==> src/rtl/cfu_l1_to_l2_shim.sv <==
// rtl/cfu_l1_to_l2_shim.sv - credit-gated L2 requester to fixed-latency L1 CFU adapter
package cfu_pkg;
    typedef enum logic [1:0] {
        CFU_OK            = 2'd0,
        CFU_ERROR_INVALID = 2'd1,
        CFU_ERROR_STATE   = 2'd2,
        CFU_ERROR_OTHER   = 2'd3
    } cfu_status_t;
endpackage

module cfu_l1_to_l2_shim
    import cfu_pkg::*;
#(
    parameter int CFU_LATENCY    = 0,
    parameter int CFU_STATE_ID_W = 1,
    parameter int CFU_FUNC_ID_W  = 10,
    parameter int CFU_DATA_W     = 32,
    parameter int FIFO_DEPTH     = CFU_LATENCY + 2
) (
    input  logic                      clk,
    input  logic                      rst,
    input  logic                      clk_en,
    input  logic                      req_valid,
    output logic                      req_ready,
    input  logic [CFU_STATE_ID_W-1:0] req_state,
    input  logic [CFU_FUNC_ID_W-1:0]  req_func,
    input  logic [CFU_DATA_W-1:0]     req_data0,
    input  logic [CFU_DATA_W-1:0]     req_data1,
    output logic                      resp_valid,
    input  logic                      resp_ready,
    output cfu_status_t               resp_status,
    output logic [CFU_DATA_W-1:0]     resp_data,
    output logic                      l1_clk_en,
    output logic                      l1_req_valid,
    output logic [CFU_STATE_ID_W-1:0] l1_req_state,
    output logic [CFU_FUNC_ID_W-1:0]  l1_req_func,
    output logic [CFU_DATA_W-1:0]     l1_req_data0,
    output logic [CFU_DATA_W-1:0]     l1_req_data1,
    input  logic                      l1_resp_valid,
    input  cfu_status_t               l1_resp_status,
    input  logic [CFU_DATA_W-1:0]     l1_resp_data,
    output logic                      err_unexp
);
    localparam int CNT_W = $clog2(FIFO_DEPTH + 1);
    localparam int PTR_W = (FIFO_DEPTH > 1) ? $clog2(FIFO_DEPTH) : 1;
    localparam int SLOTS = 1 << PTR_W;
    localparam logic [PTR_W-1:0] PTR_LAST = PTR_W'(FIFO_DEPTH - 1);
    localparam logic [CNT_W:0]   DEPTH_C  = (CNT_W + 1)'(FIFO_DEPTH);
    localparam bit               ZERO_LAT = (CFU_LATENCY == 0);

    logic [CNT_W-1:0]      inflight;
    logic [CNT_W-1:0]      count;
    logic [CNT_W:0]        used;
    logic [PTR_W-1:0]      wr_ptr;
    logic [PTR_W-1:0]      rd_ptr;
    cfu_status_t           status_mem [SLOTS];
    logic [CFU_DATA_W-1:0] data_mem   [SLOTS];
    logic                  issue;
    logic                  resp_expected;
    logic                  push;
    logic                  pop;

    // A request is only issued when its response is guaranteed a FIFO slot.
    assign used      = {1'b0, inflight} + {1'b0, count};
    assign req_ready = clk_en && (used < DEPTH_C);
    assign issue     = req_valid && req_ready;

    assign l1_clk_en    = clk_en;
    assign l1_req_valid = issue;
    assign l1_req_state = req_state;
    assign l1_req_func  = req_func;
    assign l1_req_data0 = req_data0;
    assign l1_req_data1 = req_data1;

    // A zero-latency core answers in the issue cycle, before inflight has counted it.
    assign resp_expected = (inflight != '0) || (ZERO_LAT && issue);
    assign push          = clk_en && l1_resp_valid && resp_expected;
    assign pop           = clk_en && resp_valid && resp_ready;

    assign resp_valid  = (count != '0);
    assign resp_status = status_mem[rd_ptr];
    assign resp_data   = data_mem[rd_ptr];

    always_ff @(posedge clk) begin
        if (rst) begin
            inflight  <= '0;
            count     <= '0;
            wr_ptr    <= '0;
            rd_ptr    <= '0;
            err_unexp <= 1'b0;
        end else if (clk_en) begin
            if (issue && !push) begin
                inflight <= inflight + 1'b1;
            end else if (push && !issue) begin
                inflight <= inflight - 1'b1;
            end
            if (push && !pop) begin
                count <= count + 1'b1;
            end else if (pop && !push) begin
                count <= count - 1'b1;
            end
            if (push) begin
                wr_ptr <= (wr_ptr == PTR_LAST) ? '0 : wr_ptr + 1'b1;
            end
            if (pop) begin
                rd_ptr <= (rd_ptr == PTR_LAST) ? '0 : rd_ptr + 1'b1;
            end
            if (l1_resp_valid && !resp_expected) begin
                err_unexp <= 1'b1;
            end
        end
    end

    always_ff @(posedge clk) begin
        if (push) begin
            status_mem[wr_ptr] <= l1_resp_status;
            data_mem[wr_ptr]   <= l1_resp_data;
        end
    end
endmodule

==> config.mk <==
export PLATFORM = sky130hd
export DESIGN_NAME = cfu_l1_to_l2_shim
export DESIGN_NICKNAME = d
export VERILOG_FILES = /design/src/rtl/cfu_l1_to_l2_shim.sv
export SDC_FILE = /design/constraint.sdc
export NUM_CORES = 1
export LEC_CHECK = 0
export ABC_CLOCK_PERIOD_IN_PS = 9400
export CAP_MARGIN = 20
export CORE_MARGIN = 8
export CORE_UTILIZATION = 39
export CTS_CLUSTER_DIAMETER = 120
export DETAILED_ROUTE_END_ITERATION = 10
export PLACE_DENSITY = 0.88
export SLEW_MARGIN = 10
export SYNTH_ARGS = -nofsm -noshare
export SYNTH_HDL_FRONTEND = slang
export SYNTH_SLANG_ARGS = --single-unit
==> constraint.sdc <==
create_clock -name clk -period 9.4 [get_ports clk]
set_input_delay 1.88 -clock clk [delete_from_list [all_inputs] [get_ports clk]]
set_output_delay 1.88 -clock clk [all_outputs]
set_load 0.1 [all_outputs]
==> metrics.cfg <==
[clock_tree]
cts_tree = yes
cts_root_buffer = clkbuf_8
clock-sinks = 76
path_clk_slew_ns = 0.08
postCtsSetupBuffers = 0
ctsResizeCount = 0
htreeDepth = 3
ctsHoldBuffers = 0
numCtsBuffers = 9
insertion_delay_ns = 0.34
clockBufferDepth = 2

[timing]
clock.fmax_ghz = 0.171
setup_tns_ns = 0
final-max-slew-violation-count = 0
finalSetupViolCount = 0
hold_viol_final = 0
period_needed_ns = 5.84
worst_pin_slew_ns = 1.02
fin_worst_skew_ns = 0.00940
worst_hold_slack_ns = 0.505
finalCritPeriodShare_pct = 62.1
slew_headroom_pct = 31.8
rsz0062_at_grt = false

[grt]
grt_max_degree = 35
grt_util_all_layers_pct = 11.7
antenna_found_initial = 1
overflow = 0
grt_pass1_wl_um = 11100
grt_pass1_vias = 1872

[cells_and_area]
fill_cells = 746
drive_gt1_share_pct = 23.8
nets = 357
layout.area.seq_um2 = 2200
multi_input_area_um2 = 683
diodes = 0
area_delta_synth_final_pct = 15.6

[power_and_ir_drop]
combPwrFrac_pct = 20.3
p_clk_share_pct = 32.2
p_int_uw = 584
p_leak_nw = 1.33
total_power_uw = 824
p_sw_share_pct = 29.1
p_switching_uw = 240
power_frac_seq_pct = 47.5
ir_drop_v = 0.0000687
pwr_density_cell_nw_per_um2 = 205

[worst_setup_path]
startpoint_type = input pin
crit_arrival_ns = 3.96
critical_path_class = input pin to output port
end_kind = output port
cp_max_fo = 8
r2r_start = count[0]$_SDFFE_PP0P_
reg2reg_to = data_mem[0][14]$_DFFE_PP_
reg2reg_slack_ns = 6.61
ff2ff_path_depth = 6
worst_ep_required_time_ns = 7.52

[die]
num_rows = 34
fp.coreArea_um2 = 8680
initial_utilization_pct = 40.1
die_h_um = 110
die_x_um = 110
io_pins = 229
die_area_um2 = 12200

[logic_synthesis]
synth_most_common_cell = buf_4
avgSynthCellArea_um2 = 15.1
ys.warnings.count = 0
synthTopCellsByCount = 76 x buf_4, 68 x edfxtp_1, 34 x mux2_2, 9 x nor2_1, 8 x dfxtp_1
seq_area_frac_synth_pct = 63.3
yosys-top-cells-area = edfxtp_1 59%, buf_4 16%, mux2_2 11%
synth_top_family_by_area = buffers and inverters
synth_xor_area_share_pct = 1.26
synth_top_area_share_pct = 58.7
ys.flop_type = edfxtp_1
yosysTopAreaCell = edfxtp_1
synth-seq-cells = 76
syn-num-nets = 349
syn_inst = 231
synth_compound_area_share_pct = 1.73
synth-adder-area-share_pct = 1.29
async_flop_share_pct = 0
synth-simple-area-share_pct = 4.14
synthesis.area_um2 = 3480
synthMuxAreaShare_pct = 11.0
ys_types = 28
synth_edf_count = 68

[detailed_routing]
wl_um = 7250
drc_errors = 0
detail_route.wl_per_cell_um = 20.6
drtPass1Iterations = 4
dr.first_iter.drc_count = 69
vias = 1714
vias_per_cell = 4.87
postRouteAntennaNets = 0

[place]
portBuffers = 78
hpwl_um = 5410
gp_congestion = 0.800

[worst_hold_path]
hold-path-endpoint = err_unexp$_SDFFE_PP0P_
hold-path-cell-count = 2
min_path_type = flop to flop
hold_start = err_unexp$_SDFFE_PP0P_

[run]
max_cap_viol_count = 0

[run_status]
outcome = completed

-- cells by family (layout without fill, tap and decap cells) --
group	Yosys count	in the layout
and+or+nand+nor	22	22
xor gates and xnor gates	5	5
buffers and inverters	83	96
DFF	76	76
AOI/OAI and AO/OA	8	8
adders and majority gates	3	3
muxes	34	34
-- worst max path at each step --
| stage | startpoint | to | cells after the start |
|---|---|---|---|
| 2_1_floorplan | clk_en | req_ready | 1 |
| 3_3_place_gp | clk_en | l1_req_valid | 4 |
| 3_5_place_dp | clk_en | req_ready | 3 |
| 4_1_cts | clk_en | req_ready | 3 |
| 5_1_grt | clk_en | req_ready | 3 |
| 6_report | clk_en | req_ready | 3 |
-- power groups by stage --
stage	Combinational, mW	Sequential [mW]	Clock (mW)
finish	0.167	0.391	0.265
global route	0.174	0.393	0.288
CTS	0.169	0.392	0.272
detailed placement	0.168	0.400	0
global placement	0.166	0.398	0
floorplan	0.271	0.398	0
-- stage by stage --
| stage | instances | setup WS [ns] | util [%] | instance area, µm² |
|---|---|---|---|---|
| after floorplan | 231 | 3.46 | - | 3480 |
| after global placement | 336 | 3.62 | 43.9 | 3810 |
| after detailed placement | 336 | 3.55 | 43.9 | 3810 |
| after CTS | 352 | 3.55 | 46.4 | 4020 |
| after global routing | 352 | 3.49 | 46.4 | 4020 |
| final | 352 | 3.56 | 46.4 | 4020 |
-- state kept, by name (all words and copies together) (netlist names), named ones only --
register    count
status_mem      4
rd_ptr          1
inflight        2
count           2
wr_ptr          1
data_mem       64
err_unexp       1
-- critical path, stage by stage --
cell	delay (ns)
clkdlybuf4s50_1	0.66
nor3b_1	0.25
clkdlybuf4s50_1	1.17
-- final cells by class --
class                   instances  share of cell area, %
flip-flops and latches         76                   54.8
repair buffers                 78                   19.4
multi-input cells              72                   17.0
well taps                     108                   3.36
clock buffers                  10                   3.17
clock inverters                 6                   2.15
inverters                       2                  0.187
-- layout by cell type, fill, tap and decap left out, types with 2 or more instances in the layout --
master           instances
inv_1                    2
dfxtp_1                  7
and2b_2                  2
ha_1                     2
edfxtp_1                68
bufinv_16                2
mux2_2                  34
nand2b_1                 2
clkbuf_8                 9
nor2_1                   8
a21oi_1                  3
a31o_2                   2
clkdlybuf4s50_1         78
xnor2_1                  4
clkinv_2                 2
-- layer usage --
metal  wire [µm]  global-route usage [%]  vias up
met3         798                    5.74       45
met2        3750                    19.8      102
li1            -                       -      763
met1        2360                    10.4      802
met5          13                       0        -
met4         331                    9.19        2
(Power assumes the default switching activity.)
